[src/rtl/quad_enc_multi.sv]
// ----------------------------------------------------------------------------
// quad_enc_multi
//
// Multi-channel quadrature encoder front end with a shared pushbutton.
// Every raw input (enc_a, enc_b, btn_n) goes through a 2-flop synchronizer and
// a debouncer. It then feeds either a per-channel step/direction decoder with
// an up/down position counter, or the short/long press classifier.
//
// Ports
//   clk        : single clock, all state on the rising edge
//   rst_n      : synchronous active-low reset
//   ena        : 1 = counting and event pulses enabled
//   enc_a/b    : raw quadrature inputs, one bit per channel, asynchronous
//   btn_n      : raw pushbutton, active-low, asynchronous
//   mode       : 00 = x1, 01 = x2, 10/11 = x4 resolution
//   wrap       : 1 = counters wrap, 0 = counters saturate
//   clr        : synchronous clear of all counts and error flags
//   count      : channel i position at [i*CNT_W +: CNT_W], unsigned
//   step       : one-cycle pulse per counted step
//   dir        : direction of the last counted step (1 = CW)
//   err        : sticky illegal-transition flag
//   btn_short  : pulse on release of a short press
//   btn_long   : pulse when a press reaches LONG_CYC cycles
// ----------------------------------------------------------------------------
module quad_enc_multi #(
    parameter int unsigned N_CH     = 2,
    parameter int unsigned CNT_W    = 8,
    parameter int unsigned DEB_CYC  = 4,
    parameter int unsigned LONG_CYC = 16
) (
    input  logic                  clk,
    input  logic                  rst_n,
    input  logic                  ena,
    input  logic [N_CH-1:0]       enc_a,
    input  logic [N_CH-1:0]       enc_b,
    input  logic                  btn_n,
    input  logic [1:0]            mode,
    input  logic                  wrap,
    input  logic                  clr,
    output logic [N_CH*CNT_W-1:0] count,
    output logic [N_CH-1:0]       step,
    output logic [N_CH-1:0]       dir,
    output logic [N_CH-1:0]       err,
    output logic                  btn_short,
    output logic                  btn_long
);

    // All raw inputs share one sync/debounce path: {btn_n, enc_b, enc_a}.
    localparam int unsigned NSig = 2 * N_CH + 1;
    localparam int unsigned DebW = $clog2(DEB_CYC + 1);
    localparam int unsigned TmrW = $clog2(LONG_CYC + 1);
    localparam logic [NSig-1:0] RstLvl  = {1'b1, {(2 * N_CH){1'b0}}};
    localparam logic [DebW-1:0] DebLast = DebW'(DEB_CYC - 1);
    localparam logic [TmrW-1:0] TmrLast = TmrW'(LONG_CYC - 1);

    typedef enum logic [1:0] {
        StIdle,
        StPressed,
        StLong
    } btn_st_e;

    // ------------------------------------------------------------------
    // Synchronizer and debouncer
    // ------------------------------------------------------------------
    logic [NSig-1:0] raw;
    logic [NSig-1:0] sync1_q;
    logic [NSig-1:0] sync2_q;
    logic [NSig-1:0] deb_q;
    logic [NSig-1:0] deb_d;
    logic [DebW-1:0] deb_cnt_q [NSig];
    logic [DebW-1:0] deb_cnt_d [NSig];

    assign raw = {btn_n, enc_b, enc_a};

    // The counter tracks how many consecutive cycles the synchronized level
    // has disagreed with the debounced one; agreement restarts it.
    always_comb begin
        deb_d = deb_q;
        for (int unsigned i = 0; i < NSig; i++) begin
            deb_cnt_d[i] = '0;
            if (sync2_q[i] != deb_q[i]) begin
                if (deb_cnt_q[i] == DebLast) begin
                    deb_d[i] = sync2_q[i];
                end else begin
                    deb_cnt_d[i] = deb_cnt_q[i] + DebW'(1);
                end
            end
        end
    end

    // ------------------------------------------------------------------
    // Quadrature decode
    // ------------------------------------------------------------------
    logic [N_CH-1:0] cur_a;
    logic [N_CH-1:0] cur_b;
    logic [N_CH-1:0] prev_a_q;
    logic [N_CH-1:0] prev_b_q;
    logic [N_CH-1:0] mv_cw;
    logic [N_CH-1:0] mv_ccw;
    logic [N_CH-1:0] mv_bad;
    logic [N_CH-1:0] mv_hit;

    assign cur_a = deb_q[N_CH-1:0];
    assign cur_b = deb_q[2*N_CH-1:N_CH];

    // Transitions keyed as {prev_a, prev_b, cur_a, cur_b}.
    always_comb begin
        mv_cw  = '0;
        mv_ccw = '0;
        mv_bad = '0;
        mv_hit = '0;
        for (int unsigned i = 0; i < N_CH; i++) begin
            case ({prev_a_q[i], prev_b_q[i], cur_a[i], cur_b[i]})
                4'b0010, 4'b1011, 4'b1101, 4'b0100: mv_cw[i]  = 1'b1;
                4'b0001, 4'b0111, 4'b1110, 4'b1000: mv_ccw[i] = 1'b1;
                4'b0011, 4'b1100, 4'b1001, 4'b0110: mv_bad[i] = 1'b1;
                default: ;
            endcase
            // Resolution filter looks only at the destination state.
            case (mode)
                2'b00:   mv_hit[i] = ~cur_a[i] & ~cur_b[i];
                2'b01:   mv_hit[i] = (cur_a[i] == cur_b[i]);
                default: mv_hit[i] = 1'b1;
            endcase
        end
    end

    // ------------------------------------------------------------------
    // Counters, step/dir/err
    // ------------------------------------------------------------------
    logic [CNT_W-1:0] cnt_q [N_CH];
    logic [CNT_W-1:0] cnt_d [N_CH];
    logic [N_CH-1:0]  step_q;
    logic [N_CH-1:0]  step_d;
    logic [N_CH-1:0]  dir_q;
    logic [N_CH-1:0]  dir_d;
    logic [N_CH-1:0]  err_q;
    logic [N_CH-1:0]  err_d;

    always_comb begin
        step_d = '0;
        dir_d  = dir_q;
        err_d  = err_q;
        for (int unsigned i = 0; i < N_CH; i++) begin
            cnt_d[i] = cnt_q[i];
            if (clr) begin
                cnt_d[i] = '0;
                err_d[i] = 1'b0;
            end else begin
                if (mv_bad[i]) begin
                    err_d[i] = 1'b1;
                end
                // A counted step pulses and sets dir even when saturation
                // holds the count still.
                if (ena && mv_hit[i] && (mv_cw[i] || mv_ccw[i])) begin
                    step_d[i] = 1'b1;
                    dir_d[i]  = mv_cw[i];
                    if (mv_cw[i]) begin
                        if (wrap || (cnt_q[i] != {CNT_W{1'b1}})) begin
                            cnt_d[i] = cnt_q[i] + CNT_W'(1);
                        end
                    end else begin
                        if (wrap || (cnt_q[i] != '0)) begin
                            cnt_d[i] = cnt_q[i] - CNT_W'(1);
                        end
                    end
                end
            end
        end
    end

    // ------------------------------------------------------------------
    // Button press classifier
    // ------------------------------------------------------------------
    btn_st_e         btn_st_q;
    btn_st_e         btn_st_d;
    logic [TmrW-1:0] tmr_q;
    logic [TmrW-1:0] tmr_d;
    logic            btn_short_q;
    logic            btn_short_d;
    logic            btn_long_q;
    logic            btn_long_d;
    logic            btn_pressed;

    assign btn_pressed = ~deb_q[NSig-1];

    always_comb begin
        btn_st_d    = btn_st_q;
        tmr_d       = tmr_q;
        btn_short_d = 1'b0;
        btn_long_d  = 1'b0;
        unique case (btn_st_q)
            StIdle: begin
                if (btn_pressed) begin
                    btn_st_d = StPressed;
                    tmr_d    = '0;
                end
            end
            StPressed: begin
                if (!btn_pressed) begin
                    btn_st_d    = StIdle;
                    btn_short_d = ena;
                end else if (ena) begin
                    tmr_d = tmr_q + TmrW'(1);
                    if (tmr_q == TmrLast) begin
                        btn_st_d   = StLong;
                        btn_long_d = 1'b1;
                    end
                end
            end
            StLong: begin
                if (!btn_pressed) begin
                    btn_st_d = StIdle;
                end
            end
            default: btn_st_d = StIdle;
        endcase
    end

    // ------------------------------------------------------------------
    // State registers
    // ------------------------------------------------------------------
    always_ff @(posedge clk) begin
        if (!rst_n) begin
            sync1_q     <= RstLvl;
            sync2_q     <= RstLvl;
            deb_q       <= RstLvl;
            for (int unsigned i = 0; i < NSig; i++) begin
                deb_cnt_q[i] <= '0;
            end
            prev_a_q    <= '0;
            prev_b_q    <= '0;
            for (int unsigned i = 0; i < N_CH; i++) begin
                cnt_q[i] <= '0;
            end
            step_q      <= '0;
            dir_q       <= '0;
            err_q       <= '0;
            btn_st_q    <= StIdle;
            tmr_q       <= '0;
            btn_short_q <= 1'b0;
            btn_long_q  <= 1'b0;
        end else begin
            sync1_q     <= raw;
            sync2_q     <= sync1_q;
            deb_q       <= deb_d;
            deb_cnt_q   <= deb_cnt_d;
            // Previous state always follows, so nothing is owed on re-enable.
            prev_a_q    <= cur_a;
            prev_b_q    <= cur_b;
            cnt_q       <= cnt_d;
            step_q      <= step_d;
            dir_q       <= dir_d;
            err_q       <= err_d;
            btn_st_q    <= btn_st_d;
            tmr_q       <= tmr_d;
            btn_short_q <= btn_short_d;
            btn_long_q  <= btn_long_d;
        end
    end

    always_comb begin
        count = '0;
        for (int unsigned i = 0; i < N_CH; i++) begin
            count[i*CNT_W +: CNT_W] = cnt_q[i];
        end
    end

    assign step      = step_q;
    assign dir       = dir_q;
    assign err       = err_q;
    assign btn_short = btn_short_q;
    assign btn_long  = btn_long_q;

endmodule

[config.mk]
export PLATFORM = sky130hd
export DESIGN_NAME = quad_enc_multi
export DESIGN_NICKNAME = d
export VERILOG_FILES = /design/src/rtl/quad_enc_multi.sv
export SDC_FILE = /design/constraint.sdc
export NUM_CORES = 1
export LEC_CHECK = 0
export BUFFER_PORTS_ARGS = -buffer_cell sky130_fd_sc_hd__buf_2
export CAP_MARGIN = 10
export CORE_MARGIN = 2
export CORE_UTILIZATION = 49
export DETAILED_ROUTE_END_ITERATION = 12
export HOLD_SLACK_MARGIN = 0.06
export PLACE_DENSITY = 0.81
export SLEW_MARGIN = 5
export SYNTH_ARGS = -nofsm -noshare
export SYNTH_HDL_FRONTEND = slang
export SYNTH_SLANG_ARGS = --single-unit
[constraint.sdc]
create_clock -name clk -period 2.9 [get_ports clk]
set_input_delay 0.725 -clock clk [delete_from_list [all_inputs] [get_ports clk]]
set_output_delay 0.725 -clock clk [all_outputs]
set_load 0.01 [all_outputs]
==> summary.md <==
| Metric | Value |
|---|---|
| Status | finished, final reports clean |
| Ys Warns | 0 |
| Layout area overhead | 14.1% |
| Seq cells post-synth | 65 |
| Top layer in use | met4 |
| Worst hold-check path type | reg -> reg |
| DRC violations left | 0 |
| Syn nets | 399 |
| Fill cells | between 500 and 600 |
| Post-synth design cell area | 0.00329 mm2 |
| Die Ht | 86.0 um |
| H-tree levels | 3 |
| 1st-pass router iterations | 5 |
| Setup slack at placement | 0.0226 ns |
| Final nets | 442 |
| PostCTS Resize Cnt | 0 |
| WL met2 | 2990 um |
| I/O Buffers | 35 |
| CTS Hold Bufs | 0 |
| Worst setup path class | reg -> reg |
| Period minus WS final | 2.76 ns |
| Clk root buf | clkbuf_8 |
| Total CTS buffers | 9 |
| Max VDD drop | 0.255 mV |
| Crit start category | register |
| Largest net degree at the start of global routing | 20 |
| Syn avg cell area | approximately 9.3 um2 |
| Clk buf depth | 2 |
| Pwr dens | 438 mW/mm2 |
| Hold Vio Cnt, Final | 0 |
| Max-slew violations | 0 |
| Core Rows | 29 |
| GRT Util Overall | 0.180 |
| Slew margin rel. | 0.543 |
| # Post-CTS Setup Buffers | 0 |
| Data required, critical path | 3.16 ns |
| CP max FO | 6 |
| Post-Synthesis Cells | 353 |
| Initial Utilization | 0.513 |
| Die footprint | 0.00739 mm2 |
| Setup-failing EPs final | 0 |
| Vias | about 2600 |
| Via density | roughly 5.3 |
| Setup ws final | 0.139 ns |
| Number of DRC markers in iteration 0 | 100 |
| Commonest non-fill, non-tap cell in the layout | dfxtp_1 |
| Core ar. | 0.00642 mm2 |
| Pleak | 1.49 nW |
| Fmax | 0.362 GHz |
| Hold slack | ~0.42 ns |
| Ys flop type | dfxtp_1 |
| Post-synthesis cell type count | 43 |
| Max-cap viol count | 0 |
| Average wire per standard cell | approximately 13 um |
| Layout cells sized above 1 | 0.175 |
| Routed WL | 6210 um |
| I/O pins | 36 |
| Seq. cell area | around 0.0013 mm2 |
| Skew final | 0.0105 ns |
| Clk slew on worst S/H paths | 0.08 ns |
| GPL Wtd Cong | about 0.83 |
| Gr ovfl total | 0 |
| Ys async rst share | 0 |
| Post-synthesis sequential area ratio | 0.395 |
| Global-route wire length before repair | 10600 um |
| Worst-Skew Late Latency | about 0.35 ns |
| CTS Sinks | 65 |
| Final worst-path cycle share | 0.952 |
| Post-DRT Antenna Nets | 0 |
| Met1 WL | 2770 um |
| CP Data Arrival Time | between 3 and 4 ns |
| EDFF count, synth | 0 |
| Commonest cells after routing, fill and taps aside | dfxtp_1, nor2_1, buf_2 |
| Number of global-route vias before repair | 2457 |
| Crit end category | register |
| CTS tree | built |
| DR WL met3 | 316 um |
| Initial antenna violation count | 0 |
| Die X-Extent | 86.0 um |
| Detailed Place HPWL | about 4600 um |
| Area of the multi-input gates | 0.00188 mm2 |
| Ant. Diodes | 0 |
| Slew at the pin with the worst max-slew slack | 0.685 ns |
==> registers in the layout, summed over array words and instances, names as in the netlist <==
signal / cells
deb_cnt_q: 15
deb_q: 5
sync2_q: 5
prev_a_q: 2
count: 16
prev_b_q: 2
btn_st_q: 2
btn_short: 1
tmr_q: 5
btn_long: 1
step: 2
dir: 2
err: 2
sync1_q: 5
==> worst paths after layout <==
kind	depth (start not counted)	start	end	slack (ns)
max	10	deb_q[0]$_SDFFE_PN0P_	count[6]$_SDFFE_PP0P_	0.14
min reg2reg	1	sync1_q[4]$_SDFF_PN1_	sync2_q[4]$_SDFF_PN1_	0.42
max reg2reg	10	deb_q[0]$_SDFFE_PN0P_	count[6]$_SDFFE_PP0P_	0.14
min	1	sync1_q[4]$_SDFF_PN1_	sync2_q[4]$_SDFF_PN1_	0.42
==> cell type report <==
cell class / count / share of cell area
clock buffers: 10 / 0.0366
clock inverters: 6 / 0.0110
inverters: 23 / 0.0236
multi-input cells: 258 / 0.501
flip-flops and latches: 65 / 0.347
well taps: 77 / 0.0256
repair buffers: 39 / 0.0546
==> kinds of logic after synthesis <==
family	count (synthesis)	share of synthesized area
compound gates	51	0.0988
buf+inv	30	0.0342
fa+ha+maj	34	0.134
flops	65	0.395
simple gates	136	0.215
mux	22	0.0829
xor+xnor	15	0.0399
==> metrics by stage <==
| step | total power [mW] | setup TNS, ns | util | area, um2 | std cells |
|---|---|---|---|---|---|
| after global placement | 0.971 | 0 | 0.555 | 3570 | 462 |
| after CTS | 1.67 | 0 | 0.583 | 3750 | 478 |
| after global routing | 1.73 | -0.00558 | 0.585 | 3760 | 478 |
| final | 1.65 | 0 | 0.585 | 3760 | 478 |
| after detailed placement | 0.973 | 0 | 0.555 | 3570 | 462 |
| after floorplan | 0.956 | 0 | - | 3290 | 353 |
==> cell usage after synthesis (3+ instances only) <==
master | instances | share of area
a211oi_1 | 7 | 0.016
xnor2_1 | 14 | 0.037
nand2_1 | 14 | 0.016
nor2b_1 | 9 | 0.017
and3_1 | 3 | 0.0057
o21ai_0 | 10 | 0.015
a21oi_1 | 14 | 0.021
o21a_1 | 4 | 0.0091
nand3_1 | 4 | 0.0061
nor3_1 | 11 | 0.017
dfxtp_1 | 65 | 0.40
ha_1 | 32 | 0.12
mux2i_1 | 16 | 0.049
nor2_1 | 57 | 0.065
inv_1 | 23 | 0.026
clkbuf_1 | 7 | 0.0080
nor4_1 | 3 | 0.0057
or3_1 | 5 | 0.0095
mux4_2 | 4 | 0.027
and2_1 | 9 | 0.017
nand2b_1 | 10 | 0.019
o211ai_1 | 4 | 0.0091
==> critical path, stage by stage (launching register included) <==
cell and delay (ns):
dfxtp_2 0.37, inv_1 0.08, ha_1 0.23, mux4_2 0.57, inv_4 0.12, ha_1 0.27, nor2b_1 0.16, o31a_1 0.27
o21a_1 0.19, o21a_1 0.16, o32ai_1 0.25
==> layer usage <==
metal | up-vias | global-route usage
met5 | - | 0
met4 | 0 | 0.0938
met3 | 12 | 0.0462
met2 | 61 | 0.301
met1 | 1173 | 0.212
li1 | 1304 | -
==> where the power goes <==
part | internal (mW) | leakage (nW) | switching (mW)
clock | 0.333 | 0.0847 | 0.364
combinational | 0.0185 | 0.882 | 0.0281
sequential | 0.901 | 0.528 | 0.00361
Note: power is estimated with default switching activity, not from simulation.
